File: src/rtl/alu16_pipe.sv
// alu16_pipe: two-stage pipelined HACK ALU with valid/ready handshakes.
// Define ALU16_PIPE_SKID_EN to add a one-entry skid buffer ahead of stage 1.
module alu16_pipe (
  input  logic        clk,
  input  logic        reset,
  input  logic        in_valid,
  output logic        in_ready,
  input  logic [15:0] x,
  input  logic [15:0] y,
  input  logic        zx,
  input  logic        nx,
  input  logic        zy,
  input  logic        ny,
  input  logic        f,
  input  logic        no,
  output logic        out_valid,
  input  logic        out_ready,
  output logic [15:0] out,
  output logic        zr,
  output logic        ng
);

  typedef struct packed {
    logic [15:0] x;
    logic [15:0] y;
    logic        zx;
    logic        nx;
    logic        zy;
    logic        ny;
    logic        f;
    logic        no;
  } beat_t;

  typedef struct packed {
    logic [15:0] x1;
    logic [15:0] y1;
    logic        f;
    logic        no;
  } s1_t;

  // encoding is {s1_v, s2_v}
  typedef enum logic [1:0] {
    EMPTY = 2'b00,
    S2    = 2'b01,
    S1    = 2'b10,
    BOTH  = 2'b11
  } occ_t;

  occ_t  occ, occ_nx;
  logic  s1_v, s2_v;
  logic  s1_ld, s2_ld;
  logic  in_fire;
  logic  s1_nx, s2_nx;
  beat_t in_b, src;
  s1_t   s1_q;
  logic [15:0] r, res;

  assign s1_v = occ[1];
  assign s2_v = occ[0];

  assign in_b = '{x: x, y: y, zx: zx, nx: nx,
                  zy: zy, ny: ny, f: f, no: no};

  function automatic s1_t cond(input beat_t b);
    s1_t o;
    o.x1 = b.zx ? 16'h0000 : b.x;
    o.x1 = b.nx ? ~o.x1 : o.x1;
    o.y1 = b.zy ? 16'h0000 : b.y;
    o.y1 = b.ny ? ~o.y1 : o.y1;
    o.f  = b.f;
    o.no = b.no;
    return o;
  endfunction

`ifdef ALU16_PIPE_SKID_EN
  logic  sk_v;
  beat_t sk_q;
  logic  s1_can;

  assign s1_can   = !s1_v || s2_ld;
  assign in_ready = !sk_v;
  assign in_fire  = in_valid && in_ready;
  assign s1_ld    = s1_can && (sk_v || in_fire);
  assign src      = sk_v ? sk_q : in_b;

  // skid holds a beat taken while stage 1 was blocked
  always_ff @(posedge clk or posedge reset) begin
    if (reset) begin
      sk_v <= 1'b0;
      sk_q <= '0;
    end else begin
      if (in_fire && !s1_can) begin
        sk_v <= 1'b1;
        sk_q <= in_b;
      end else if (sk_v && s1_can) begin
        sk_v <= 1'b0;
      end
    end
  end
`else
  assign in_ready = !s1_v || !s2_v || out_ready;
  assign in_fire  = in_valid && in_ready;
  assign s1_ld    = in_fire;
  assign src      = in_b;
`endif

  always_comb begin
    s2_ld  = s1_v && (!s2_v || out_ready);
    s1_nx  = s1_v;
    s2_nx  = s2_v;
    if (s1_ld)
      s1_nx = 1'b1;
    else if (s2_ld)
      s1_nx = 1'b0;
    if (s2_ld)
      s2_nx = 1'b1;
    else if (out_ready)
      s2_nx = 1'b0;
    occ_nx = occ_t'({s1_nx, s2_nx});
  end

  always_ff @(posedge clk or posedge reset) begin
    if (reset)
      occ <= EMPTY;
    else
      occ <= occ_nx;
  end

  always_ff @(posedge clk or posedge reset) begin
    if (reset)
      s1_q <= '0;
    else if (s1_ld)
      s1_q <= cond(src);
  end

  assign r   = s1_q.f ? (s1_q.x1 + s1_q.y1)
                      : (s1_q.x1 & s1_q.y1);
  assign res = s1_q.no ? ~r : r;

  always_ff @(posedge clk or posedge reset) begin
    if (reset) begin
      out <= 16'h0000;
      zr  <= 1'b0;
      ng  <= 1'b0;
    end else if (s2_ld) begin
      out <= res;
      zr  <= (res == 16'h0000);
      ng  <= res[15];
    end
  end

  assign out_valid = s2_v;

endmodule

File: config.mk
export PLATFORM = sky130hd
export DESIGN_NAME = alu16_pipe
export DESIGN_NICKNAME = d
export VERILOG_FILES = /design/src/rtl/alu16_pipe.sv
export SDC_FILE = /design/constraint.sdc
export NUM_CORES = 1
export LEC_CHECK = 0
export ABC_AREA = 1
export CORE_MARGIN = 8
export CORE_UTILIZATION = 40
export CTS_CLUSTER_DIAMETER = 100
export DETAILED_ROUTE_END_ITERATION = 10
export GPL_TIMING_DRIVEN = 1
export PLACE_DENSITY = 0.63
export SLEW_MARGIN = 5
export SYNTH_ARGS = -nofsm -noshare
export SYNTH_HDL_FRONTEND = slang
export SYNTH_SLANG_ARGS = --single-unit
File: constraint.sdc
create_clock -name clk -period 2.6 [get_ports clk]
set_clock_uncertainty 0.1 [all_clocks]
set_input_delay 0.39 -clock clk [delete_from_list [all_inputs] [get_ports clk]]
set_output_delay 0.39 -clock clk [all_outputs]
set_load 0.03 [all_outputs]
==> key figures, run 1 <==
Yosys
  – Cells after Synth: 579
  – Avg Inst Size Synth: 6.861 um2
  – Syn_nets: 638
  – Cell taking the most area after synthesis: dfrtp_1
  – YS warnings: 0
  – Synthesized cell area: 0.003973 mm2
  – Top post-synthesis cells by area: dfrtp_1 33%, nand2_1 19%, nand3_1 9.3%, xor2_1 7.3%, o21ai_0 5.5%
  – Synth cell types: 29
  – Yosys top cell area share: 0.3339
  – Yosys reg bits: 53
  – Seq/Total Area, Yosys: 0.3339

GRT
  – Largest net degree at the start of global routing: 65
  – First-pass GRT wire length: ~16000 um
  – Initial antenna violation count: 0
  – Total GRT Usage: 0.1519
  – Total gr overflow: 0
  – Vias in the first global route: 3609

Routing
  – Met3 WL post-DR: 661 um
  – M1 WL: 4842 um
  – Vias per Instance: approximately 5
  – Wirelength per Cell: about 13 um
  – Met2 Wirelength: 4152 um
  – TritonRoute pass-1 iters: 5
  – Total number of vias: 3770
  – Post-route DRC: 0
  – Starting DRT DRC Count: 243
  – Routed WL: about 9900 um
  – DRT antenna net count: 0
  – DR top layer: met4

CTS
  – H-tree levels: 2
  – CTS tree: done
  – Clk buf depth: 2
  – Clk root buf: clkbuf_8
  – Setup bufs post-CTS: 0
  – CTS buffer count: 5
  – Clk Latency, worst-skew pair: 0.31 ns
  – Hold buffers post-CTS: 0
  – Worst-path clk slew: around 0.10 ns
  – Clock sinks: 53

Power and ir drop
  – Pint: 1932 uW
  – P_sw: roughly 1500 uW
  – Sequential share of power: 0.323
  – P_leak: 0.002360 uW
  – Combinational share of power: 0.513
  – Clock Power Share: 0.164
  – Switching Fraction: 0.4306
  – Power per cell area: 707.2 mW/mm2
  – Peak VDD IR: 0.0002761 V

Floorplan
  – Die Y: 115.7 um
  – Die ar.: 0.01338 mm2
  – Rows: 36
  – # IOs: 62
  – Die W: approximately 120 um
  – Total core area: 0.009729 mm2
  – Initial core utilization: 0.4083

Worst setup path
  – Kind of start point of the critical path: register
  – CP dominant cell by count: nand2_1
  – Worst path required time: 2.76 ns
  – CP Class: register to register
  – Worst path slowest cell: fa_2
  – Largest stage delay, worst path: 0.53 ns
  – Crit. End Element: register
  – Crit Path Max Fanout: 3
  – Arrival time worst endpoint: 2.46 ns
  – CP Cell Sequence: ha_1 -> fa_2 -> nand2_1 -> nand2_1 -> xor2_1 -> nand2_1 -> nor2_1 -> nand3_1 -> nor2_1 -> nand3_1 -> nor2_1 -> nand3_1 -> nand2_1

Cells and area
  – Fill cells: 1014
  – Commonest cells after routing, fill and taps aside: 206 x nand2_1, 74 x nand3_1, 61 x clkdlybuf4s50_1, 53 x dfrtp_1, 48 x inv_1
  – Area Growth Syn to Fin: 20.76%
  – Fraction of layout instances using a drive strength above 1: 0.07425
  – Most common cell after layout, fill and taps aside: nand2_1
  – Final nets: 692
  – Util after Layout: 0.4931
  – Inserted Diodes: 0

Placed design
  – Number of port buffers: 61
  – Placer congestion estimate: approximately 0.84
  – Dpl hpwl: 7887 um

STA
  – Post-Route Setup TNS: 0 ns
  – Final setup violation count: 0
  – Worst-Margin Slew: 0.5150 ns
  – Slew HR: 0.6563
  – Min Tclk post-route: 2.296 ns
  – Hold Slack: 0.2106 ns
  – Final Hold Vio Count: 0
  – Max Slew Vio Count: 0
  – Fmax: ~0.44 GHz
  – Final Cycle Share: 0.8831
  – RSZ-0062 raised after global routing: no

Worst hold path
  – HP Class: input port to asynchronous set/reset pin

Status
  – Run status: completed

Flow run
  – Max Cap Viol: 0
power groups by stage:
stage	Combinational, uW	Clock (uW)	Sequential (uW)
CTS	1740	572	1100
detailed placement	1740	0	1110
global route	1960	599	1120
floorplan	1090	0	1250
global placement	1710	0	1100
finish	1740	556	1090
cells in the mapped netlist (all sizes together):
master / n
nand2: 215
nand3: 79
dfrtp: 53
inv: 52
o21ai: 44
nor2: 33
xor2: 33
ha: 16
clkbuf: 13
buf: 11
a21oi: 9
a31oi: 7
nand4: 7
or2: 2
clkinv: 1
fa: 1
nand3b: 1
nor3: 1
o21bai: 1
state kept, by name (all words and copies together) (netlist names):
signal,count
occ,2
s1_q,34
out,16
zr,1
cells by family after synthesis:
family,Yosys count,synth area share
compound gates,61,0.08346
xor+xnor,33,0.07276
buf+inv,77,0.08693
fa+ha+maj,17,0.05543
simple gates,338,0.3676
flops,53,0.3339
per-layer routing:
layer  GRT usage  vias up
met5           0        -
li1            -     1955
met3     0.02866       20
met1      0.2038     1668
met4     0.04494        0
met2      0.2426      127
critical path, delay by kind of cell (launching register included):
kind | cells | cell delay [ns]
XOR/XNOR | 1 | 0.19
AND/OR/NAND/NOR | 10 | 0.81
adder cells (fa/ha/maj) | 2 | 0.77
flip-flops | 1 | 0.40
final timing paths:
| check | end | slack (ns) | start | depth (start not counted) |
|---|---|---|---|---|
| setup / recovery | zr$_DFFE_PP0P_ | 0.30 | s1_q[2]$_DFFE_PP0P_ | 13 |
| hold / removal | s1_q[0]$_DFFE_PP0P_ | 0.21 | reset | 2 |
| setup reg to reg | zr$_DFFE_PP0P_ | 0.30 | s1_q[2]$_DFFE_PP0P_ | 13 |
| hold reg to reg | out[8]$_DFFE_PP0P_ | 0.39 | out[8]$_DFFE_PP0P_ | 2 |
| max in group asynchronous | s1_q[14]$_DFFE_PP0P_ | 1.60 | reset | 3 |
| min in group clk | out[8]$_DFFE_PP0P_ | 0.39 | out[8]$_DFFE_PP0P_ | 2 |
repair_timing:
action | CTS | global route
hold endpoints to repair | 0 | 0
gates resized for setup | 0 | 1
setup endpoints to repair | 0 | 1
layout make-up:
type	instances	area, um2	share of cell area
clock inverters	2	35.03	0.007303
multi-input cells	449	2303	0.4802
repair buffers	71	698.2	0.1455
well taps	133	166.4	0.03469
flip-flops and latches	53	1326	0.2765
clock buffers	5	68.82	0.01435
inverters	53	198.9	0.04147
stage by stage:
| stage | instance area [um2] | worst slack [ns] | power (uW) | cells |
|---|---|---|---|---|
| after global placement | 4691 | 0.3406 | 2812 | 759 |
| after global routing | 4797 | 0.06497 | 3678 | 766 |
| after CTS | 4795 | 0.2776 | 3412 | 766 |
| after detailed placement | 4691 | 0.2960 | 2850 | 759 |
| final | 4797 | 0.3040 | 3393 | 766 |
| after floorplan | 3973 | 0.5298 | 2344 | 579 |
Note: power is estimated with default switching activity, not from simulation.
==> run 2, diff against run 1 <==
--- a/config.mk
+++ b/config.mk
@@ -10,7 +10,6 @@
 export CORE_UTILIZATION = 40
 export CTS_CLUSTER_DIAMETER = 100
 export DETAILED_ROUTE_END_ITERATION = 10
-export GPL_TIMING_DRIVEN = 1
 export PLACE_DENSITY = 0.63
 export SLEW_MARGIN = 5
 export SYNTH_ARGS = -nofsm -noshare
==> results of run 2 <==
Final layout, timing and power as in run 1 (identical DEF).
